### config.mk
export PLATFORM = sky130hd
export DESIGN_NAME = aes_keysched_ctrl_flat
export DESIGN_NICKNAME = d
export VERILOG_FILES = /design/src/rtl/aes_pkg.sv /design/src/rtl/aes_keysched_ctrl_if.sv /design/src/rtl/aes_rk_buf.sv /design/src/rtl/aes_keysched_ctrl.sv /design/src/flat_wrapper.sv
export SDC_FILE = /design/constraint.sdc
export NUM_CORES = 2
export LEC_CHECK = 0
export CORE_ASPECT_RATIO = 0.6
export CORE_MARGIN = 3
export CORE_UTILIZATION = 50
export DETAILED_ROUTE_END_ITERATION = 7
export PLACE_DENSITY = 0.7
export SYNTH_ARGS = -nofsm -noshare
export SYNTH_HDL_FRONTEND = slang
export SYNTH_SLANG_ARGS = --single-unit
### constraint.sdc
create_clock -name clk -period 3.9 [get_ports clk]
set_input_delay 1.17 -clock clk [delete_from_list [all_inputs] [get_ports clk]]
set_output_delay 1.17 -clock clk [all_outputs]
set_load 0.01 [all_outputs]
### src/rtl/aes_pkg.sv
// Shared types and defaults for the AES key-schedule controller.
package aes_pkg;

  typedef logic [127:0] key_t;

  typedef enum logic [1:0] {
    ST_IDLE   = 2'd0,
    ST_LAUNCH = 2'd1,
    ST_WAIT   = 2'd2,
    ST_GAP    = 2'd3
  } state_t;

  localparam int NROUNDS_DEF = 10;
  localparam int TIMEOUT_DEF = 64;

endpackage

### src/rtl/aes_keysched_ctrl_if.sv
// Link between the key-schedule controller and the newkey unit.
//
// Handshake: the controller raises nk_start with nk_in/nk_key stable and holds
// it high until it has accepted a result. The newkey unit answers by raising
// nk_finish with nk_newkey valid; the controller takes the result on the first
// rising edge where it is waiting and nk_finish=1, then drops nk_start for one
// cycle. nk_finish seen in the very first cycle of nk_start is treated as stale
// from a previous round and ignored.
interface aes_keysched_ctrl_if;
  import aes_pkg::*;

  logic nk_start;
  key_t nk_in;
  key_t nk_key;
  logic nk_finish;
  key_t nk_newkey;

  modport master (
    output nk_start, nk_in, nk_key,
    input  nk_finish, nk_newkey
  );

  modport slave (
    input  nk_start, nk_in, nk_key,
    output nk_finish, nk_newkey
  );
endinterface

### src/rtl/aes_rk_buf.sv
// Round-key storage: one synchronous write port, one combinational read port.
// Reads past the last entry return zero.
module aes_rk_buf
  import aes_pkg::*;
#(
  parameter int DEPTH = NROUNDS_DEF + 1
) (
  input  logic       clk,
  input  logic       rst,
  input  logic       we,
  input  logic [3:0] wr_idx,
  input  key_t       wr_data,
  input  logic [3:0] rd_idx,
  output key_t       rd_data
);

  localparam logic [3:0] LAST_IDX = 4'(DEPTH - 1);

  key_t mem_q [DEPTH];
  key_t mem_d [DEPTH];

  // Next contents: a single entry replaced on a write.
  always_comb begin
    mem_d = mem_q;
    if (we && (wr_idx <= LAST_IDX)) begin
      mem_d[wr_idx] = wr_data;
    end
  end

  // Storage register; reset wipes every entry.
  always_ff @(posedge clk) begin
    if (!rst) begin
      mem_q <= '{default: '0};
    end else begin
      mem_q <= mem_d;
    end
  end

  // Combinational read with zero for out-of-range indices.
  always_comb begin
    rd_data = '0;
    if (rd_idx <= LAST_IDX) begin
      rd_data = mem_q[rd_idx];
    end
  end

endmodule

### src/rtl/aes_keysched_ctrl.sv
// Sequences the external newkey unit through NROUNDS rounds, storing the
// cipher key and every round key in a buffer readable at any time.
module aes_keysched_ctrl
  import aes_pkg::*;
#(
  parameter int NROUNDS = NROUNDS_DEF,
  parameter int TIMEOUT = TIMEOUT_DEF
) (
  input  logic                 clk,
  input  logic                 rst,
  input  logic                 key_valid,
  input  key_t                 key_in,
  output logic                 busy,
  output logic                 done,
  output logic                 keys_valid,
  output logic                 error,
  input  logic [3:0]           rd_idx,
  output key_t                 rd_key,
  output state_t               state_dbg,
  aes_keysched_ctrl_if.master  nk
);

  localparam int         TW         = $clog2(TIMEOUT + 1);
  localparam logic [3:0] LAST_ROUND = 4'(NROUNDS);
  localparam logic [TW-1:0] TMO_LAST = TW'(TIMEOUT - 1);

  state_t        state_q, state_d;
  logic [3:0]    round_q, round_d;
  logic [TW-1:0] tmo_q, tmo_d;
  key_t          nk_key_q, nk_key_d;
  // Always holds the most recently stored key, i.e. buf[round-1] while a
  // round is being computed, so no second buffer read port is needed.
  key_t          nk_in_q, nk_in_d;
  logic          error_q, error_d;
  logic          keys_valid_q, keys_valid_d;
  logic          done_q, done_d;

  logic          buf_we;
  logic [3:0]    buf_wr_idx;
  key_t          buf_wr_data;

  // Next-state and datapath control for the round sequencer.
  always_comb begin
    state_d      = state_q;
    round_d      = round_q;
    tmo_d        = tmo_q;
    nk_key_d     = nk_key_q;
    nk_in_d      = nk_in_q;
    error_d      = error_q;
    keys_valid_d = keys_valid_q;
    done_d       = 1'b0;
    buf_we       = 1'b0;
    buf_wr_idx   = round_q;
    buf_wr_data  = nk.nk_newkey;

    unique case (state_q)
      ST_IDLE: begin
        if (key_valid) begin
          nk_key_d     = key_in;
          nk_in_d      = key_in;
          buf_we       = 1'b1;
          buf_wr_idx   = '0;
          buf_wr_data  = key_in;
          round_d      = 4'd1;
          tmo_d        = '0;
          error_d      = 1'b0;
          keys_valid_d = 1'b0;
          state_d      = ST_LAUNCH;
        end
      end
      ST_LAUNCH: begin
        // nk_finish deliberately ignored here: it may be left over from the
        // previous round.
        state_d = ST_WAIT;
      end
      ST_WAIT: begin
        if (nk.nk_finish) begin
          buf_we  = 1'b1;
          nk_in_d = nk.nk_newkey;
          state_d = ST_GAP;
        end else if (tmo_q == TMO_LAST) begin
          error_d      = 1'b1;
          keys_valid_d = 1'b0;
          state_d      = ST_IDLE;
        end else begin
          tmo_d = tmo_q + 1'b1;
        end
      end
      ST_GAP: begin
        if (round_q == LAST_ROUND) begin
          done_d       = 1'b1;
          keys_valid_d = 1'b1;
          state_d      = ST_IDLE;
        end else begin
          round_d = round_q + 4'd1;
          tmo_d   = '0;
          state_d = ST_LAUNCH;
        end
      end
      default: state_d = ST_IDLE;
    endcase
  end

  // Control and status registers.
  always_ff @(posedge clk) begin
    if (!rst) begin
      state_q      <= ST_IDLE;
      round_q      <= '0;
      tmo_q        <= '0;
      nk_key_q     <= '0;
      nk_in_q      <= '0;
      error_q      <= 1'b0;
      keys_valid_q <= 1'b0;
      done_q       <= 1'b0;
    end else begin
      state_q      <= state_d;
      round_q      <= round_d;
      tmo_q        <= tmo_d;
      nk_key_q     <= nk_key_d;
      nk_in_q      <= nk_in_d;
      error_q      <= error_d;
      keys_valid_q <= keys_valid_d;
      done_q       <= done_d;
    end
  end

  aes_rk_buf #(
    .DEPTH (NROUNDS + 1)
  ) u_rk_buf (
    .clk     (clk),
    .rst     (rst),
    .we      (buf_we),
    .wr_idx  (buf_wr_idx),
    .wr_data (buf_wr_data),
    .rd_idx  (rd_idx),
    .rd_data (rd_key)
  );

  assign busy        = (state_q != ST_IDLE);
  assign done        = done_q;
  assign keys_valid  = keys_valid_q;
  assign error       = error_q;
  assign state_dbg   = state_q;
  assign nk.nk_start = (state_q == ST_LAUNCH) || (state_q == ST_WAIT);
  assign nk.nk_in    = nk_in_q;
  assign nk.nk_key   = nk_key_q;

endmodule
### src/flat_wrapper.sv
// flat-port wrapper written by rule: the top's interface ports become plain ports
module aes_keysched_ctrl_flat import aes_pkg::*;
#(
  parameter int NROUNDS = NROUNDS_DEF,
  parameter int TIMEOUT = TIMEOUT_DEF
)
  (clk, rst, key_valid, key_in, busy, done, keys_valid, error, rd_idx, rd_key, state_dbg, nk_nk_start, nk_nk_in, nk_nk_key, nk_nk_finish, nk_nk_newkey);
  aes_keysched_ctrl_if nk_i ();
  input  logic clk;
  input  logic rst;
  input  logic key_valid;
  input  key_t key_in;
  output logic busy;
  output logic done;
  output logic keys_valid;
  output logic error;
  input  logic [3:0] rd_idx;
  output key_t rd_key;
  output state_t state_dbg;
  output wire logic [$bits(nk_i.nk_start)-1:0] nk_nk_start;
  output wire logic [$bits(nk_i.nk_in)-1:0] nk_nk_in;
  output wire logic [$bits(nk_i.nk_key)-1:0] nk_nk_key;
  input wire logic [$bits(nk_i.nk_finish)-1:0] nk_nk_finish;
  input wire logic [$bits(nk_i.nk_newkey)-1:0] nk_nk_newkey;
  assign nk_nk_start = nk_i.nk_start;
  assign nk_nk_in = nk_i.nk_in;
  assign nk_nk_key = nk_i.nk_key;
  assign nk_i.nk_finish = nk_nk_finish;
  assign nk_i.nk_newkey = nk_nk_newkey;
  aes_keysched_ctrl #(.NROUNDS(NROUNDS), .TIMEOUT(TIMEOUT)) u_core (.clk(clk), .rst(rst), .key_valid(key_valid), .key_in(key_in), .busy(busy), .done(done), .keys_valid(keys_valid), .error(error), .rd_idx(rd_idx), .rd_key(rd_key), .state_dbg(state_dbg), .nk(nk_i));
endmodule
After elaboration in Yosys (flattened, before gate mapping)
Cells that the tools add are included.
{"block": "classes", "muxes": 39, "n_lt_le_gt_ge": 5, "n_reduce_logical": 16, "bitwise": 2, "n_addsub": 2, "eq_ne": 13}
{"cell": "bitwise mux 1408 bit", "count": 1}
{"cell": "two-way mux 128 bit", "count": 8}
{"cell": "binary-select mux 128 bit (select 4 bit)", "count": 1}
{"cell": "demux 128 bit (select 4 bit)", "count": 1}
{"cell": "one-hot mux 128 bit (2 select lines)", "count": 1}
{"cell": "two-way mux 7 bit", "count": 4}
{"cell": "one-hot mux 7 bit (3 select lines)", "count": 1}
{"cell": "two-way mux 4 bit", "count": 4}
{"cell": "greater-or-equal comparator 5 bit (second input constant)", "count": 2}
{"cell": "two-way mux 1 bit", "count": 10}
{"cell": "inequality test 2 bit (second input constant)", "count": 5}
{"cell": "inverter 4 -> 5 bit", "count": 2}
{"cell": "AND reduction 5 bit", "count": 2}
{"cell": "less-or-equal comparator 4 bit (second input constant)", "count": 2}
{"cell": "one-hot mux 2 bit (4 select lines)", "count": 1}
{"cell": "one-hot mux 4 bit (2 select lines)", "count": 1}
{"cell": "adder 7 x 1 -> 7 bit (second input constant)", "count": 1}
{"cell": "equality test 7 x 6 -> 1 bit (second input constant)", "count": 1}
{"cell": "two-way mux 2 bit", "count": 3}
{"cell": "AND reduction 2 bit", "count": 3}
{"cell": "AND reduction 3 bit", "count": 2}
{"cell": "nonzero test 2 bit", "count": 3}
{"cell": "less-than comparator 5 x 1 -> 1 bit (second input constant)", "count": 1}
{"cell": "adder 4 x 1 -> 4 bit (second input constant)", "count": 1}
{"cell": "other kinds (12)", "count": 16}
{"block": "totals", "ff_bits": 1680, "inputBits": 264}

Longest topological paths before layout
{"block": "logic_depth", "ltp_word": 8, "ltp_mapped": 10, "mapped_depth_nobuf": 6}

Hierarchy
From an unflattened synthesis, not the netlist that was laid out.
{"block": "hier_totals", "hier_cells": 9276, "hier_area_um2": 80245.7}
{"mod": "aes_rk_buf", "area_per_inst_um2": 68268.0, "cells_each": 7755, "n_inst": 1, "seq_area_each_um2": 28187.0}
{"mod": "aes_keysched_ctrl", "area_per_inst_um2": 11977.7, "cells_each": 1521, "n_inst": 1, "seq_area_each_um2": 5445.2}

Worst setup path after synthesis
Ideal clock, no wire load.
{"block": "synth_path", "path_kind": "input to output", "from": "in rd_idx[0]", "to": "out rd_key[115]", "slack_ns": 0.095, "n_path_buf": 4, "arrival_time_ns": 2.635, "cell_stages": 7, "cell_sequence": "buf_2 buf_4 buf_2 buf_2 mux2_2 o221ai_1 o21ai_0"}
{"block": "synth_via", "elab_chain_len": 5, "elab_cells_between_ends": 6, "cone_classes": "order compare: 1; mux: 4; bitwise: 1"}
{"element": "from (decl)", "line": "flat_wrapper.sv:17", "text": "input logic [3:0] rd_idx;"}
{"element": "inverter 4 -> 5 bit (not written as such)", "line": "aes_rk_buf.sv:43", "text": "rd_data = mem_q[rd_idx];"}
{"element": "binary-select mux 128 bit (select 4 bit)", "line": "aes_rk_buf.sv:43"}
{"element": "two-way mux 128 bit (not written as such) (2 in a row)", "line": "aes_rk_buf.sv:43"}
{"element": "two-way mux 128 bit (*)", "line": "aes_rk_buf.sv:42", "text": "if (rd_idx <= LAST_IDX) begin"}
{"element": "to (decl)", "line": "flat_wrapper.sv:18", "text": "output key_t rd_key;"}
Mark *: on every way between the ends. The rest lies on a longest branch, timed or not. The select of a mux whose other input is x is not followed.

Final worst setup path
{"block": "layout_path", "from": "in rd_idx[0]", "to": "out rd_key[114]"}
The elaborated chain is that of the path after synthesis.

==> metrics.cfg <==
[power]
p_total_mw=47.49
vdd.ir_drop.worst_uv=438.8
power_frac_seq_pct=40.3
p_sw_share_pct=31.75
p_per_area_nw_per_um2=493.6
p_leak_nw=32.31
clock_power_share_pct=33.5
internal_power_mw=32.41
combPwrFrac_pct=26.1
switchingPower_mw=15.08

[clocking]
cts_tree=done
clk_latency_ns=0.81
cts_buffer_depth=3
cts-root-buf=clkbuf_16
cts.sinks=1680
cts_buffers=159
clk_pin_slew_ns=0.06
htree_levels=4

[synthesis]
synthTopCellsByArea=dfxtp_1 44%, a211oi_2 18%, nor2_1 7.7%
ys_seq_area_share_pct=43.80
syn_area_per_cell_um2=10.17
yosys_warnings=0
synth_top_family_by_area=compound AO/OA/AOI/OAI gates
synth_largest_area_cell=dfxtp_1
synth_ff_type=dfxtp_1
synth-edff-count=0
synth_compound_area_share_pct=28.16
ys_types=54
synthXorXnorAreaFrac_pct=0.02281
synthAdderAreaFrac_pct=0.1304
synth_mux_area_share_pct=10.90
ys_seq_elements=1680
async_flop_share_pct=0
synth_fp_nets=7819
synth_top_area_share_pct=43.80
netlist_area_um2=76780
syn_inst=7547
yosys.area_share.simple_pct=11.12

[sta]
fin_crit_ns=3.951
drv_slew=0
finClkSkew_ns=0.01804
max_freq_mhz=253.1
hold_viol=0
setup_viol=9
finalSetupTns_ns=-0.1655
slew_headroom_pct=12.08
tightest_slew_ns=1.316
final.setup.worst_slack_ns=-0.05120
min_period_over_period_pct=101.3
rsz0062_at_grt=yes

[detailed_routing]
wire_per_inst_um=23.35
drtPass1Iterations=5
vias=62200
ant_nets=0
drc=0
vias_per_cell=5.993
wirelength_mm=242.3
drt_iter0_markers=5752

[floorplan]
core-area_um2=151300
die-height_um=309.5
rows=110
pin_count=655
die_x_um=511.9
die-area_um2=158500
start_util_pct=50.76

[grt]
antenna_found_initial=2
grt_max_degree=122
grt_use_total_pct=29.34
grt_overflow=0
grt_pass1_wl_mm=368.5
first_global_vias=61010

[status]
violations=negative setup slack
status=finished, violations left

[placement]
post-dp-hpwl_mm=156.6
gp_congestion=0.8678
portBuffers=654
dp_cells=9959
placed_area_um2=88240
pre_cts_slack_ns=-0.7766

[final_layout]
mostFrequentLayoutCells=1,680 x dfxtp_1, 1,563 x nor2_1, 1,086 x a211oi_2, 522 x clkdlybuf4s50_1, 499 x buf_4
layout_commonest_cell=dfxtp_1
nNetsFinal=8507
final_area_um2=96200
drive_gt1_share_pct=33.77
fin_cells=10380
syn2layout_area_growth_pct=25.29
fillCellCount=11730

[worst_setup_path]
worstSetupEndpointType=primary output
startpoint=rd_idx[0]
r2r_slack_ns=0.85
crit_path_max_fanout=8
cp_data_required_time_ns=2.73
cp.arrival_ns=2.78
cp-start-kind=input port
r2r_start=u_core.state_dbg[0]$_SDFFE_PN0P_
crit_type=input port to primary output

[hold_path]
hp-class=flop to flop
min_from=u_core.nk.nk_key[42]$_SDFFE_PN0P_

[job]
max_cap_viol_count=0

[timing repair]
item	in CTS	in global routing
gates cloned	21	8
setup endpoints to repair	128	113
hold buffers	0	0
pin swaps	13	36
setup buffers	71	37
gates resized for setup	791	238
[final timing paths]
kind                                              endpoint  cells after the start
hold reg to reg          u_core.nk.nk_key[42]$_SDFFE_PN0P_                      2
setup / recovery                               rd_key[114]                      8
setup reg to reg  u_core.u_rk_buf.mem_q[1340]$_SDFFE_PN0P_                      7
hold / removal           u_core.nk.nk_key[42]$_SDFFE_PN0P_                      2
[critical path, stage by stage]
cell	delay, ns
buf_16	0.17
buf_16	0.20
buf_16	0.16
buf_6	0.12
mux4_2	0.53
nor2b_1	0.13
o21ai_1	0.10
buf_4	0.17
[routing by layer]
layer / vias to the layer above / global-route usage (%) / part of all wire (%)
li1: 28720 / - / -
met1: 30880 / 41.63 / 45
met2: 2279 / 45.19 / 44
met3: 328 / 6.079 / 7.8
met4: 2 / 8.479 / 2.4
met5: - / 0 / 0.0054
[sequential cells by signal, indices dropped and copies added, names as in the netlist]
signal,count
u_core.round_q,4
u_core.done,1
u_core.nk.nk_key,128
u_core.keys_valid,1
u_core.u_rk_buf.mem_q,1408
u_core.nk.nk_in,128
u_core.error,1
u_core.tmo_q,7
u_core.state_dbg,2
[power by group through the flow]
stage	Sequential [mW]	Clock, mW	Combinational (mW)
CTS	19.1	16.1	12.2
finish	19.1	15.9	12.4
global placement	19.4	0	11.7
detailed placement	19.5	0	11.9
global route	19.3	16.9	13.2
floorplan	19.8	0	6.65
[per-stage QoR]
step / hold slack, ns / utilization (%)
after global routing: 0.4638 / 63.60
after global placement: 0.4258 / 58.34
after CTS: 0.4477 / 62.90
final: 0.4537 / 63.60
after floorplan: 0.4155 / -
after detailed placement: 0.4392 / 58.34
[cell usage after synthesis, drive strengths merged (3+ instances only)]
library cell	number
nand2b	7
buf	579
a21boi	129
clkbuf	303
nor2	1570
o221ai	128
nand3b	3
or2	3
nand4b	3
o2bb2ai	128
inv	8
mux2	257
o21ai	133
mux2i	259
dfxtp	1680
nand3	9
a211oi	1537
ha	8
nor3	3
a21oi	133
nand2	398
mux4	128
o211ai	3
nand4	3
nor4	10
nor2b	104
[kinds of logic after synthesis]
logic type,count (synthesis)
buffers and inverters,890
adder cells (fa/ha/maj),8
AO/OA/AOI/OAI,2201
multiplexers,644
XOR/XNOR,2
flip-flops,1680
AND/OR/NAND/NOR,2122
[layout make-up]
cell class	instances	area (um^2)	share of cell area [%]
tap	2016	2522	2.622
sequential	1680	33630	34.96
multi-input combinational	4977	39780	41.35
clock inverter	56	621.8	0.6464
clock buffer	232	4629	4.812
inverter	8	45.04	0.04682
timing repair buffer	1409	14960	15.55
antenna	2	5.005	0.005203
(Power assumes the default switching activity.)
